<file path="src/rtl/templ_stats_scan.sv">
// templ_stats_scan: template sum/sum-of-squares accumulator and search-row shift-window scanner
// Ports: start begins a frame; f_valid/f_data/f_ready carry the WIN*WIN template stream;
//   g_valid/g_data/g_ready carry the search rows; window/col_sel/x_pos/y_pos/win_valid feed the
//   correlator; fsum/f2sum/stats_valid report template stats; busy is high outside IDLE; done
//   pulses once at frame end.
module templ_stats_scan #(
  parameter int PIX_W  = 3,
  parameter int WIN    = 16,
  parameter int SEARCH = 79,
  parameter int ROWS   = 16
) (
  input  logic                            clk,
  input  logic                            rst,
  input  logic                            start,
  input  logic                            f_valid,
  input  logic [PIX_W-1:0]                f_data,
  output logic                            f_ready,
  input  logic                            g_valid,
  input  logic [PIX_W-1:0]                g_data,
  output logic                            g_ready,
  output logic [WIN*PIX_W-1:0]            window,
  output logic [WIN-1:0]                  col_sel,
  output logic [$clog2(SEARCH)-1:0]       x_pos,
  output logic [$clog2(ROWS)-1:0]         y_pos,
  output logic                            win_valid,
  output logic [PIX_W+2*$clog2(WIN)-1:0]  fsum,
  output logic [2*PIX_W+2*$clog2(WIN)-1:0] f2sum,
  output logic                            stats_valid,
  output logic                            busy,
  output logic                            done
);
  localparam int CW = $clog2(WIN);
  localparam int XW = $clog2(SEARCH);
  localparam int YW = $clog2(ROWS);
  localparam int SW = PIX_W + 2*CW;
  localparam int QW = 2*PIX_W + 2*CW;
  typedef enum logic [1:0] {IDLE, LOAD_T, SCAN, ROW_END} state_t;
  state_t r_st, w_nxt;
  logic [2*CW-1:0]      r_fcnt;
  logic [XW-1:0]        r_gcnt;
  logic [WIN*PIX_W-1:0] r_win;
  logic [WIN-1:0]       r_col;
  logic [XW-1:0]        r_x;
  logic [YW-1:0]        r_y;
  logic [SW-1:0]        r_fsum;
  logic [QW-1:0]        r_f2sum;
  logic                 r_wv, r_sv, r_done;
  logic [2*PIX_W-1:0]   w_sq;
  logic w_fx, w_gx, w_f_last, w_g_last, w_y_last;
  assign f_ready     = r_st == LOAD_T;
  assign g_ready     = r_st == SCAN;
  assign busy        = r_st != IDLE;
  assign w_fx        = f_valid && f_ready;
  assign w_gx        = g_valid && g_ready;
  assign w_f_last    = r_fcnt == (2*CW)'(WIN*WIN-1);
  assign w_g_last    = r_gcnt == XW'(SEARCH-1);
  assign w_y_last    = r_y == YW'(ROWS-1);
  assign w_sq        = {{PIX_W{1'b0}}, f_data} * {{PIX_W{1'b0}}, f_data};
  assign window      = r_win;
  assign col_sel     = r_col;
  assign x_pos       = r_x;
  assign y_pos       = r_y;
  assign win_valid   = r_wv;
  assign fsum        = r_fsum;
  assign f2sum       = r_f2sum;
  assign stats_valid = r_sv;
  assign done        = r_done;
  always_ff @(posedge clk)
    r_st <= rst ? IDLE : w_nxt;
  always_comb begin
    w_nxt = r_st;
    case (r_st)
      IDLE:    w_nxt = start ? LOAD_T : IDLE;
      LOAD_T:  w_nxt = (w_fx && w_f_last) ? SCAN : LOAD_T;
      SCAN:    w_nxt = (w_gx && w_g_last) ? ROW_END : SCAN;
      ROW_END: w_nxt = w_y_last ? IDLE : SCAN;
      default: w_nxt = IDLE;
    endcase
  end
  always_ff @(posedge clk) begin
    if (rst) begin
      r_fcnt  <= '0;
      r_gcnt  <= '0;
      r_win   <= '0;
      r_col   <= '0;
      r_x     <= '0;
      r_y     <= '0;
      r_fsum  <= '0;
      r_f2sum <= '0;
      r_wv    <= 1'b0;
      r_sv    <= 1'b0;
      r_done  <= 1'b0;
    end else begin
      r_wv   <= w_gx && (r_gcnt >= XW'(WIN-1));
      r_done <= (r_st == ROW_END) && w_y_last;
      if (r_st == IDLE && start) begin
        r_fcnt  <= '0;
        r_gcnt  <= '0;
        r_win   <= '0;
        r_col   <= '0;
        r_x     <= '0;
        r_y     <= '0;
        r_fsum  <= '0;
        r_f2sum <= '0;
        r_sv    <= 1'b0;
      end
      if (w_fx) begin
        r_fsum  <= r_fsum + SW'(f_data);
        r_f2sum <= r_f2sum + QW'(w_sq);
        r_fcnt  <= r_fcnt + 1'b1;
        if (w_f_last) r_sv <= 1'b1;
      end
      // newest pixel enters the top slice; x_pos/col_sel name the pixel just accepted
      if (w_gx) begin
        r_win  <= {g_data, r_win[WIN*PIX_W-1:PIX_W]};
        r_x    <= r_gcnt;
        r_col  <= WIN'(1) << r_gcnt[CW-1:0];
        r_gcnt <= r_gcnt + 1'b1;
      end
      // rows are independent: drop all window history between them
      if (r_st == ROW_END) begin
        r_win  <= '0;
        r_x    <= '0;
        r_col  <= '0;
        r_gcnt <= '0;
        if (!w_y_last) r_y <= r_y + 1'b1;
      end
    end
  end
endmodule

</file>
<file path="config.mk">
export PLATFORM = sky130hd
export DESIGN_NAME = templ_stats_scan
export DESIGN_NICKNAME = d
export VERILOG_FILES = /design/src/rtl/templ_stats_scan.sv
export SDC_FILE = /design/constraint.sdc
export NUM_CORES = 1
export LEC_CHECK = 0
export ABC_AREA = 0
export BUFFER_PORTS_ARGS = -buffer_cell sky130_fd_sc_hd__buf_2
export CORE_MARGIN = 2
export CORE_UTILIZATION = 40
export DETAILED_ROUTE_END_ITERATION = 6
export GPL_TIMING_DRIVEN = 0
export SKIP_CTS_REPAIR_TIMING = 1
export SYNTH_ARGS = -nofsm -noshare
export SYNTH_HDL_FRONTEND = slang
export SYNTH_SLANG_ARGS = --single-unit
</file>
<file path="constraint.sdc">
create_clock -name clk -period 2.43 [get_ports clk]
set_clock_uncertainty 0.1 [all_clocks]
set_input_delay 0.1215 -clock clk [delete_from_list [all_inputs] [get_ports clk]]
set_output_delay 0.1215 -clock clk [all_outputs]
set_load 0.03 [all_outputs]
</file>
== Word-level counts from Yosys, hierarchy flattened ==
Index checks and enable logic that the tools add are counted.

* $add $sub $neg: 5
* Multipliers: 1
* Magnitude comparators: 1
* Eq/ne operators: 6
* Shift-type cells: 1
* Multiplexer cells: 24
* Reduce and logical (&&, ||, !) cells: 12

{| class="wikitable"
|+ Operator list
! operator !! number
|-
| $mux W48 || 2
|-
| $mux W16 || 2
|-
| $mux W14 || 2
|-
| $mux W11 || 2
|-
| $mux W7 || 3
|-
| $mux W8 || 2
|-
| $shl A1 B4 Y16 const A || 1
|-
| $add A14 B6 Y14 || 1
|-
| $mux W4 || 3
|-
| $add A11 B3 Y11 || 1
|-
| $add A8 B1 Y8 const B || 1
|-
| $eq A8 B8 Y1 const B || 1
|-
| $pmux W2 S4 || 1
|-
| $add A7 B1 Y7 const B || 1
|-
| $eq A7 B7 Y1 const B || 1
|-
| $ge A7 B4 Y1 const B || 1
|-
| $logic_and A1 B1 Y1 || 7
|-
| $mul A3 B3 Y6 || 1
|-
| $reduce_bool A2 Y1 || 3
|-
| $mux W1 || 5
|-
| $add A4 B1 Y4 const B || 1
|-
| $eq A2 B2 Y1 const B || 2
|-
| $eq A4 B4 Y1 const B || 1
|-
| $mux W2 || 2
|-
| 3 further kinds || 3
|}

* Register bits after elaboration: 120
* Input bits: 11
* Output and inout bits: 106
* Logic and storage cells: 62

== Logic depth before layout (Yosys ltp) ==
* Depth in word-level cells: 5
* Gate-level depth with buffers: 8
* Depth with buffers taken out: 8

== Least setup slack after synthesis ==
OpenSTA, ideal clock, no wires.

* Path type: reg2reg
* Start point: register r_f2sum[3] (netlist: f2sum[3])
* End point: register r_f2sum[8] (netlist: f2sum[8])
* Library setup time: 0.074 ns
* Arrival: 2.108 ns
* Required time: 2.256 ns
* Setup slack: 0.148 ns
* Cell stages (with the launch flop): 7
* Path buffers: 0
* Clock period less this slack: 2.282 ns
* Path through: dfxtp_1 > ha_1 > ha_1 > nand3_1 > a211o_1 > or4_1 > a31oi_1

* Longest elaborated chain between the ends: 2

{| class="wikitable"
|+ Ends and longest elaborated chain
! item !! line !! source
|-
| from (decl) || 46 || <nowiki>logic [QW-1:0] r_f2sum;</nowiki>
|-
| from (signal assigned) || 109 || <nowiki>r_f2sum <= r_f2sum + QW'(w_sq);</nowiki>
|-
| $add A14 B6 Y14 || 109 ||
|-
| $mux W14 || 107 || <nowiki>if (w_fx) begin</nowiki>
|}

Every way passes these cells.
A chain may end at the register's enable or synchronous reset.

== Final worst setup path ==
* Start point: register r_f2sum[2] (netlist: f2sum[2])
* End point: register r_f2sum[8] (netlist: f2sum[8])

Same word-level chain as after synthesis.

==> impl_metrics.yaml <==
sta:
  max-slew-margin-rel: 0.5940
  final.period_utilization: 0.9480
  fin_tns_setup_ns: 0
  finalHoldViolCount: 0
  drv_slew: 0
  max_clock_freq_mhz: 434.1
  worst_pin_slew_ns: 0.6083
  setup_viol: 0
  post-route-min-period_ns: 2.304
  grt_setup_unrepaired: "false"
clock_tree:
  insertion_delay_ns: 0.41
  cts-buffers-inserted: 17
  cts_root_buffer: "clkbuf_16"
  h-tree-depth: 4
  cts_tree: "done"
  clkSlewWorstSetupHoldPaths_ns: 0.06
  clock-sinks: 120
  clockBufferDepth: 2
hold_path:
  whs_path_depth: 3
  hp-start: "g_valid"
  min_path_type: "input pin to flop"
  min_to: "x_pos[3]"
floorplan:
  floorplan.initialDensity: 0.4139
  die_area_mm2: 0.01345
  coreArea_mm2: 0.01211
  die_height_um: 116.0
  io-pin-count: 117
  fp-row-count: 40
  die_w_um: 116.0
drt:
  totalWireLength_mm: 14.02
  via_per_inst: 5.521
  wl_per_cell_um: 16.23
  dr.pass1.iters: 5
  vias: 4770
  drtAntennaViolNets: 0
  post-route-drc-count: 0
  drtIter0Drc: 333
power_and_ir_drop:
  leakage_nw: 2.831
  vdd_drop_max_mv: 0.4346
  power.density_mw_per_mm2: 800.5
synth:
  synthTopCellsByArea: "dfxtp_1 48%, a22oi_1 11%, nor2_1 8.2%"
  synth_seq_cells: 120
  async_flop_share: 0
  yosysTopAreaCellShare: 0.4792
  yosysTopAreaCell: "dfxtp_1"
  synth.avg_cell_area_um2: 9.216
  synthDistinctLibCells: 52
  syn_nets: 576
  ys_seq_area_frac: 0.4792
  synth_warnings: 0
  synth-edff-count: 0
  synth_flop_cell: "dfxtp_1"
  synth_cells: 544
  synthesis.area_mm2: 0.005014
worst_setup_path:
  cpPeakStageDelay_ns: 0.48
  worstPathArrival_ns: 2.53
  timing.rr.start: "f2sum[2]"
  reg2regPathDepth: 7
  worst-path-buf-inv: 0
  cpMaxStageDelayCell: "or4_1"
  critical_path_class: "flop to flop"
  critPathCaptureType: "flop"
  regToRegEndpoint: "f2sum[8]"
  cp_top_family: "compound AO/OA/AOI/OAI gates"
  required_ns: 2.66
  path_cells: "ha_1 > a21o_1 > ha_4 > nand3_1 > a211o_4 > or4_1 > a31oi_1"
  crit_fanout: 7
  crit_path_start_kind: "flop"
  reg2reg_slack_ns: 0.13
cells_and_area:
  syn_to_final_growth_pct: 30.42
  n_antenna_cell: 0
  fin_util: 0.5399
  final_cell_area_mm2: 0.006539
  num-nets-final: 715
  final_common_cell: "buf_2"
  nFillCells: 1169
  drive_gt1_frac: 0.2658
  multi_input_area_mm2: 0.002429
  seqCellArea_mm2: 0.002402
  mostFrequentLayoutCells: "135 x buf_2, 120 x dfxtp_1, 109 x nor2_1"
grt:
  overflow: 0
  grt_max_degree: 17
  antenna_found_initial: 0
  grt_pass1_wl_mm: 22.60
  track_usage: 0.2155
  grt_pass1_vias: 4437
placed_design:
  hpwlAfterDp_mm: 9.861
  io_buffer_count: 116
  gp_congestion: 0.8434
  dpl_cell_area_mm2: 0.005804
outcome:
  status: "finished, final reports clean"
job:
  cap_violations: 0
worst register-to-register path, delay by kind of cell, from the launching register on:
family | cells | cell delay [ns]
fa+ha+maj | 2 | 0.48
simple gates | 2 | 0.58
flops | 1 | 0.32
compound gates | 3 | 0.73
power by group:
part | leakage (nW) | switching [mW] | internal [mW]
clock network | 0.320 | 0.889 | 1.95
logic | 1.54 | 0.282 | 0.116
registers | 0.967 | 0.0159 | 1.98
total | 2.83 | 1.19 | 4.05
state kept, by name, indices dropped and copies added, names as in the netlist:
name	cells
r_st	2
fsum	11
win_valid	1
y_pos	4
col_sel	16
stats_valid	1
window	48
r_gcnt	7
x_pos	7
r_fcnt	8
done	1
f2sum	14
kinds of logic after synthesis:
family | count (synthesis) | share of synthesized area
DFF | 120 | 0.4792
AOI/OAI and AO/OA | 139 | 0.1969
muxes | 10 | 0.02246
and+or+nand+nor | 205 | 0.1992
adders and majority gates | 21 | 0.05391
xor gates and xnor gates | 4 | 0.006989
buffers and inverters | 45 | 0.04143
synth_stat cells (all sizes together) (4+ instances only):
cell type and count:
and3 5, nor2 110, dfxtp 120, a21o 4, mux2 10, o211ai 4
nand3 12, a21oi 23, clkbuf 18, o21ai 7, a32oi 5, or3 5
nor2b 4, nand3b 8, nand2 17, inv 5, a211oi 5, nor3b 6
ha 20, buf 22, a22oi 74, nor3 7, nand4 13
metrics by stage:
stage          setup WS (ns)  cells  total power [mW]  hold WS, ns
5_1_grt              0.01257    864             5.412      0.04061
4_1_cts              0.07482    860             5.263      -0.1560
3_3_place_gp         0.07376    828             2.416       0.2734
6_report              0.1265    864             5.234      0.03625
2_1_floorplan         0.1479    544             2.301       0.1840
3_5_place_dp        0.002446    828             2.426       0.2855
layer usage:
metal,track usage,share of wire
met1,0.2897,0.44
met2,0.3275,0.48
met3,0.05492,0.069
met4,0.09603,0.018
met5,0,0
area by class of cell:
| cell class | instances | area share |
|---|---|---|
| multi-input cells | 379 | 0.3714 |
| plain buffers | 40 | 0.02889 |
| inverters | 5 | 0.002870 |
| repair buffers | 120 | 0.09491 |
| clock inverters | 12 | 0.03406 |
| well taps | 168 | 0.03215 |
| flip-flops and latches | 120 | 0.3674 |
| clock buffers | 20 | 0.06831 |
worst max path at each step:
stage,start,end,slack (ns),depth (start not counted)
floorplan,f2sum[3],f2sum[8],0.15,6
global placement,f_data[1],f2sum[13],0.07,9
detailed placement,f_data[1],f2sum[13],0.002,9
CTS,f2sum[2],f2sum[8],0.07,7
global route,f2sum[2],f2sum[8],0.01,7
finish,f2sum[2],f2sum[8],0.13,7
Power figures use the tool's default switching activity.
